==> src/rtl/load_store_unit.sv <==
// Single-port load/store sequencer: turns a decode-stage load or store into one handshaked memory access.
// Latency: request cycle + 1..TIMEOUT_CYC REQ cycles + one DONE cycle; ldata is registered at the ack edge.
// Backpressure: stall holds the pipeline from the request cycle through REQ; a missing ack is bounded by the timeout.
module load_store_unit #(
    parameter int TIMEOUT_CYC = 15
) (
    input  logic        clk,
    input  logic        rst_n,
    input  logic        re_mem,
    input  logic        we_mem,
    input  logic [15:0] addr,
    input  logic [15:0] sdata,
    output logic [15:0] ldata,
    output logic        stall,
    output logic        err,
    output logic        mem_req,
    output logic        mem_we,
    output logic [15:0] mem_addr,
    output logic [15:0] mem_wdata,
    input  logic [15:0] mem_rdata,
    input  logic        mem_ack
);

    typedef enum logic [1:0] {
        IDLE = 2'd0,
        REQ  = 2'd1,
        DONE = 2'd2
    } state_t;

    // Counter value seen in the last REQ cycle an access is allowed to wait for its ack.
    localparam logic [7:0] WAIT_LAST = 8'(TIMEOUT_CYC - 1);

    state_t     state;
    state_t     state_nxt;
    logic [7:0] wait_cnt;

    // Exactly one of load/store is a legal request; both together is a decode error.
    logic one_req;
    logic both_req;
    logic accept;
    logic ack_hit;
    logic tmo_hit;

    assign one_req  = re_mem ^ we_mem;
    assign both_req = re_mem & we_mem;
    assign accept   = (state == IDLE) && one_req;
    // Ack wins over timeout in the same cycle, so the timeout term requires ack low.
    assign ack_hit  = (state == REQ) && mem_ack;
    assign tmo_hit  = (state == REQ) && !mem_ack && (wait_cnt == WAIT_LAST);

    // Next-state and combinational stall; stall is released in DONE so the pipeline advances there.
    always_comb begin
        state_nxt = state;
        stall     = 1'b0;
        case (state)
            IDLE: begin
                if (one_req) begin
                    stall     = 1'b1;
                    state_nxt = REQ;
                end
            end
            REQ: begin
                stall = 1'b1;
                if (ack_hit || tmo_hit) begin
                    state_nxt = DONE;
                end
            end
            DONE: begin
                state_nxt = IDLE;
            end
            default: begin
                state_nxt = IDLE;
            end
        endcase
    end

    // State register.
    always_ff @(posedge clk or negedge rst_n) begin
        if (!rst_n) begin
            state <= IDLE;
        end else begin
            state <= state_nxt;
        end
    end

    // mem_req is a flop that mirrors "currently in REQ", so it has no combinational path from decode.
    always_ff @(posedge clk or negedge rst_n) begin
        if (!rst_n) begin
            mem_req <= 1'b0;
        end else begin
            mem_req <= (state_nxt == REQ);
        end
    end

    // Capture the access once at acceptance; the fields hold steady for the whole REQ phase.
    always_ff @(posedge clk or negedge rst_n) begin
        if (!rst_n) begin
            mem_we    <= 1'b0;
            mem_addr  <= 16'h0000;
            mem_wdata <= 16'h0000;
        end else if (accept) begin
            mem_we    <= we_mem;
            mem_addr  <= addr;
            mem_wdata <= sdata;
        end
    end

    // Wait counter: cleared on entry to REQ, counts REQ cycles that pass without an ack.
    always_ff @(posedge clk or negedge rst_n) begin
        if (!rst_n) begin
            wait_cnt <= 8'd0;
        end else if (accept) begin
            wait_cnt <= 8'd0;
        end else if ((state == REQ) && !mem_ack) begin
            wait_cnt <= wait_cnt + 8'd1;
        end
    end

    // Load result: read data on ack, all-ones poison on timeout; stores never touch it.
    always_ff @(posedge clk or negedge rst_n) begin
        if (!rst_n) begin
            ldata <= 16'h0000;
        end else if (ack_hit && !mem_we) begin
            ldata <= mem_rdata;
        end else if (tmo_hit && !mem_we) begin
            ldata <= 16'hFFFF;
        end
    end

    // Sticky error: set by a timeout or by a conflicting load+store request, cleared only by reset.
    always_ff @(posedge clk or negedge rst_n) begin
        if (!rst_n) begin
            err <= 1'b0;
        end else if (tmo_hit || ((state == IDLE) && both_req)) begin
            err <= 1'b1;
        end
    end

endmodule

==> config.mk <==
export PLATFORM = sky130hd
export DESIGN_NAME = load_store_unit
export DESIGN_NICKNAME = d
export VERILOG_FILES = /design/src/rtl/load_store_unit.sv
export SDC_FILE = /design/constraint.sdc
export NUM_CORES = 1
export LEC_CHECK = 0
export CORE_AREA = 3 3 78 80
export DETAILED_ROUTE_END_ITERATION = 8
export DIE_AREA = 0 0 81 83
export GPL_ROUTABILITY_DRIVEN = 0
export PLACE_DENSITY = 0.82
export SETUP_SLACK_MARGIN = 0.5
export SYNTH_ARGS = -nofsm -noshare
export SYNTH_HDL_FRONTEND = slang
export SYNTH_SLANG_ARGS = --single-unit
==> constraint.sdc <==
create_clock -name clk -period 3.7 [get_ports clk]
set_input_delay 0.74 -clock clk [delete_from_list [all_inputs] [get_ports clk]]
set_output_delay 0.74 -clock clk [all_outputs]
set_load 0.05 [all_outputs]
; Yosys cells after proc, flatten, opt, wreduce, memory -nomap -nowiden
; Cells that the tools add are included.
; Widths: inputs -> output; s select.
[word_totals]
regBits = 61
in_bits = 53
output_inout_bits = 52
elab_cells = 37
[classes]
n_addsub = 1
eq_ne = 3
mux = 9
bitwise = 2
n_reduce_logical = 14
[ops]
columns = operator, n
row1 = $mux 16, 2
row2 = $mux 8, 2
row3 = $add 8x1->8 const B, 1
row4 = $eq 8x4->1 const B, 1
row5 = $logic_and 1x1->1, 7
row6 = $eq 2x1->1 const B, 2
row7 = $mux 2, 2
row8 = $pmux 2 s2, 1
row9 = $reduce_bool 2->1, 2
row10 = $logic_not 1->1, 2
row11 = $logic_not 2->1, 1
row12 = $logic_or 1x1->1, 2
row13 = $pmux 1 s2, 1
row14 = $and 1x1->1, 1
row15 = $mux 1, 1
row16 = $xor 1x1->1, 1

; Depth between registers and ports, before layout
[depth]
depth_word = 7
ltp_mapped = 6
mapped_depth_nobuf = 5

; Worst setup path before layout
; OpenSTA, ideal clock, no wires.
[synth_timing]
path_type = input port to output port
start = input re_mem
end = output stall
arrival_time_ps = 1692
required_ps = 2960
setup_slack_ps = 1268
path_stages = 3
n_path_buf = 0
cell_sequence = ha_1 nor2_1 nor2_1
[synth_via]
elab_chain_len = 3
[synth_rtl]
columns = item, line
row1 = start: declaration, 9  ; input logic re_mem,
row2 = $xor 1x1->1, 44  ; assign one_req = re_mem ^ we_mem;
row3 = $mux 1, 57  ; if (one_req) begin
row4 = $pmux 1 s2, 55  ; case (state)
row5 = end: declaration, 14  ; output logic stall,
; No other way between the ends.

; Final worst setup path
[layout_timing]
start = input we_mem
end = output stall
[layout_via]
elab_chain_len = 3
[layout_rtl]
columns = item, line
row1 = start: declaration, 10  ; input logic we_mem,
row2 = $xor 1x1->1, 44
row3 = $mux 1, 57
row4 = $pmux 1 s2, 55
; No other way between the ends.

==> results.cfg <==
[global_routing]
grt_usage_pct = 18.5
grt_max_degree = 49
grt_first_pass_wirelength_um = 9550
antenna_found_initial = 0
grt_pass1_vias = 1997
grt-ovfl-total = 0

[timing]
fin_crit_ns = 2.77
maxSlewViolCount = 0
tightestPinTransition_ns = 0.995
finalCritPeriodShare_pct = 74.8
max_slew_margin_pct = 33.6
hold_viol_final = 0
skew_ns = 0.00802
fin_ws_ns = 0.933
fmax_mhz = 361
rsz0062_at_grt = false
setup_viol = 0
timing.setup.tns_ns = 0

[yosys]
yosys.area.top_type = dfrtp_1
ys_types = 25
synth_seq_area_share_pct = 61.0
synth_nets = 259
netlist_top_cells_count = 61 x dfrtp_1, 33 x mux2_2, 26 x a21oi_1
synth_area_leaders = dfrtp_1 61%, mux2_2 15%, a21oi_1 5.2%, o22ai_1 4.0%, inv_1 2.7%
syn_area_mm2 = 0.00250
synth_top_flop_cell = dfrtp_1
synth_top_family_by_area = multiplexers
synthMostInstantiatedCell = dfrtp_1
ys_warn_count = 0
synth_seq_cells = 61
synth_cells = 203
syn_area_per_cell_um2 = 12.3
yosys.area_share.simple_pct = 7.10
synth_compound_area_share_pct = 10.8
synthAdderAreaFrac_pct = 1.50
netlist.area_leader.share_pct = 61.0
synthXorXnorAreaFrac_pct = 0.350
async_flop_share_pct = 100
muxShareOfSynthArea_pct = 14.8
synth-edff-count = 0

[setup_path]
r2r-end = mem_addr[1]$_DFFE_PN0P_
rrSetupSlack_ns = 1.84
crit_arrival_ns = 2.03
crit_start = we_mem
crit_path_start_kind = input pin
crit_end = stall
r2r_start = state[1]$_DFF_PN0_
critical_path.cell_chain = clkdlybuf4s50_1 > ha_1 > nor2_1 > nor2_1 > dlymetal6s2s_1
crit_path_max_incr_delay_ns = 0.43
required_ns = 2.96
path_max_fanout = 2
crit_slowest_cell = clkdlybuf4s50_1
crit_path_end_kind = primary output
path_class = input pin to primary output
worst_path_most_repeated_cell = nor2_1
r2r_cells = 3

[drt]
drtAntennaViolNets = 0
drcViolationCount = 0
post_drt_wl_per_cell_um = 15.0
firstDrtPassIters = 4
drtIter0Drc = 58
vias_per_cell = 5.02
routed_wl_um = 5800
via_count = 1947

[finish]
multi_input_area_um2 = 867
final_cells = 388
drive_gt1_share_pct = 18.0
final_area_mm2 = 0.00385
ff_latch_area_mm2 = 0.00153
synthToLayoutAreaGrowth_pct = 53.7
fillCellCount = 401
num_antenna_cells = 0
nets = 368

[clock_network]
numCtsBuffers = 9
clkTransAtPathRegs_ns = 0.06
cts-root-buf = clkbuf_8
hold_buffers = 0
clk_path_buf_depth = 2
htreeDepth = 3
cts_sinks = 61
cts_tree = yes
worstSkewPairLatency_ns = 0.33

[power]
clockPowerShare_pct = 17.1
swShare_pct = 45.0
p_leak_uw = 0.00160
power.total_uw = 4010
p_int_uw = 2210
power_density_mw_per_mm2 = 1040
p_sw_uw = 1800
ir_worst_vdd_uv = 568
p_comb_share_pct = 54.3
seqPwrFrac_pct = 28.6

[placement]
place_hpwl_um = 4250
place_area_mm2 = 0.00362
placement.io_buffers = 104
place_inst = 373
post-place-ws_ns = 0.530

[status]
status = finished, final reports clean

[floorplanning]
io_pins = 105
coreArea_mm2 = 0.00547
num_rows = 27
die_x_um = 81
dieHeight_um = 83
die-area_mm2 = 0.00672
initial_core_util_pct = 45.7

[run]
cap_violations = 0

[min_path]
holdCritPathClass = flop to flop
==> power by group through the flow <==
stage / clock network (uW) / logic, uW / registers (uW)
floorplan: 0 / 507 / 2090
global placement: 0 / 2160 / 1140
detailed placement: 0 / 2200 / 1150
CTS: 699 / 2200 / 1150
global route: 743 / 2290 / 1190
finish: 686 / 2180 / 1140
==> worst min-delay path by stage <==
stage	start	endpoint	slack (ns)	depth (start not counted)
floorplan	rst_n	err$_DFFE_PN0P_	0.44	0
CTS	err$_DFFE_PN0P_	err$_DFFE_PN0P_	0.49	2
detailed placement	err$_DFFE_PN0P_	err$_DFFE_PN0P_	0.47	2
finish	err$_DFFE_PN0P_	err$_DFFE_PN0P_	0.48	2
global placement	err$_DFFE_PN0P_	err$_DFFE_PN0P_	0.47	2
global route	err$_DFFE_PN0P_	err$_DFFE_PN0P_	0.52	2
==> routing by layer <==
layer  part of all wire (%)  routed length (um)  vias to the layer above  GRT usage (%)
li1                       -                   -                      936              -
met1                     41                2370                      923           23.0
met2                     49                2820                       78           28.8
met3                    8.9                 515                       10           7.81
met4                    1.7                 100                        0           5.99
met5                      0                   0                        -              0
==> repair_timing <==
item / in CTS / in global routing
resized for setup: 0 / 1
endpoints found under the hold margin: 0 / 0
buffers inserted: 0 / 0
setup endpoints to repair: 0 / 1
==> flip-flops by register name (all words and copies together) (netlist names) <==
name and flops:
ldata 16, mem_addr 16, mem_wdata 16, wait_cnt 8, state 2, err 1, mem_req 1, mem_we 1
==> per-stage QoR <==
step | util (%) | hold slack (ns)
global route | 70.3 | 0.519
floorplan | - | 0.444
global placement | 66.1 | 0.466
detailed placement | 66.1 | 0.473
CTS | 70.3 | 0.488
finish | 70.3 | 0.481
==> cell usage in the layout, fill, tap and decap left out, types with 2 or more instances in the layout <==
cell / netlist / final
or4_1: 2 / 2
o31ai_1: 2 / 2
clkbuf_8: 0 / 9
a21oi_1: 26 / 26
clkdlybuf4s50_1: 0 / 102
inv_1: 18 / 18
nand2_1: 4 / 4
mux2_2: 33 / 33
o22ai_1: 16 / 16
nand3_1: 2 / 2
buf_4: 0 / 4
or2_2: 3 / 3
o21ai_0: 5 / 5
dfrtp_1: 61 / 61
clkinv_2: 0 / 2
ha_1: 3 / 3
or3_1: 4 / 4
bufinv_16: 0 / 3
nor2_1: 4 / 4
nand4b_1: 2 / 2
==> worst max-delay path: cells and delay by family <==
| family | cells | cell delay, ns |
|---|---|---|
| buffers and inverters | 2 | 0.86 |
| and+or+nand+nor | 2 | 0.12 |
| adders and majority gates | 1 | 0.30 |
==> kinds of logic after synthesis <==
logic type,count (synthesis)
multiplexers,33
AO/OA/AOI/OAI,49
XOR/XNOR,1
adder cells (fa/ha/maj),3
buffers and inverters,28
AND/OR/NAND/NOR,28
flip-flops,61
==> cell type report <==
type                       instances  share of cell area [%]
timing repair buffer             108                    27.8
tap                               72                    2.34
clock buffer                      10                    3.32
sequential                        61                    39.7
inverter                          18                    1.76
multi-input combinational        114                    22.5
clock inverter                     5                    2.60
(Power assumes the default switching activity.)
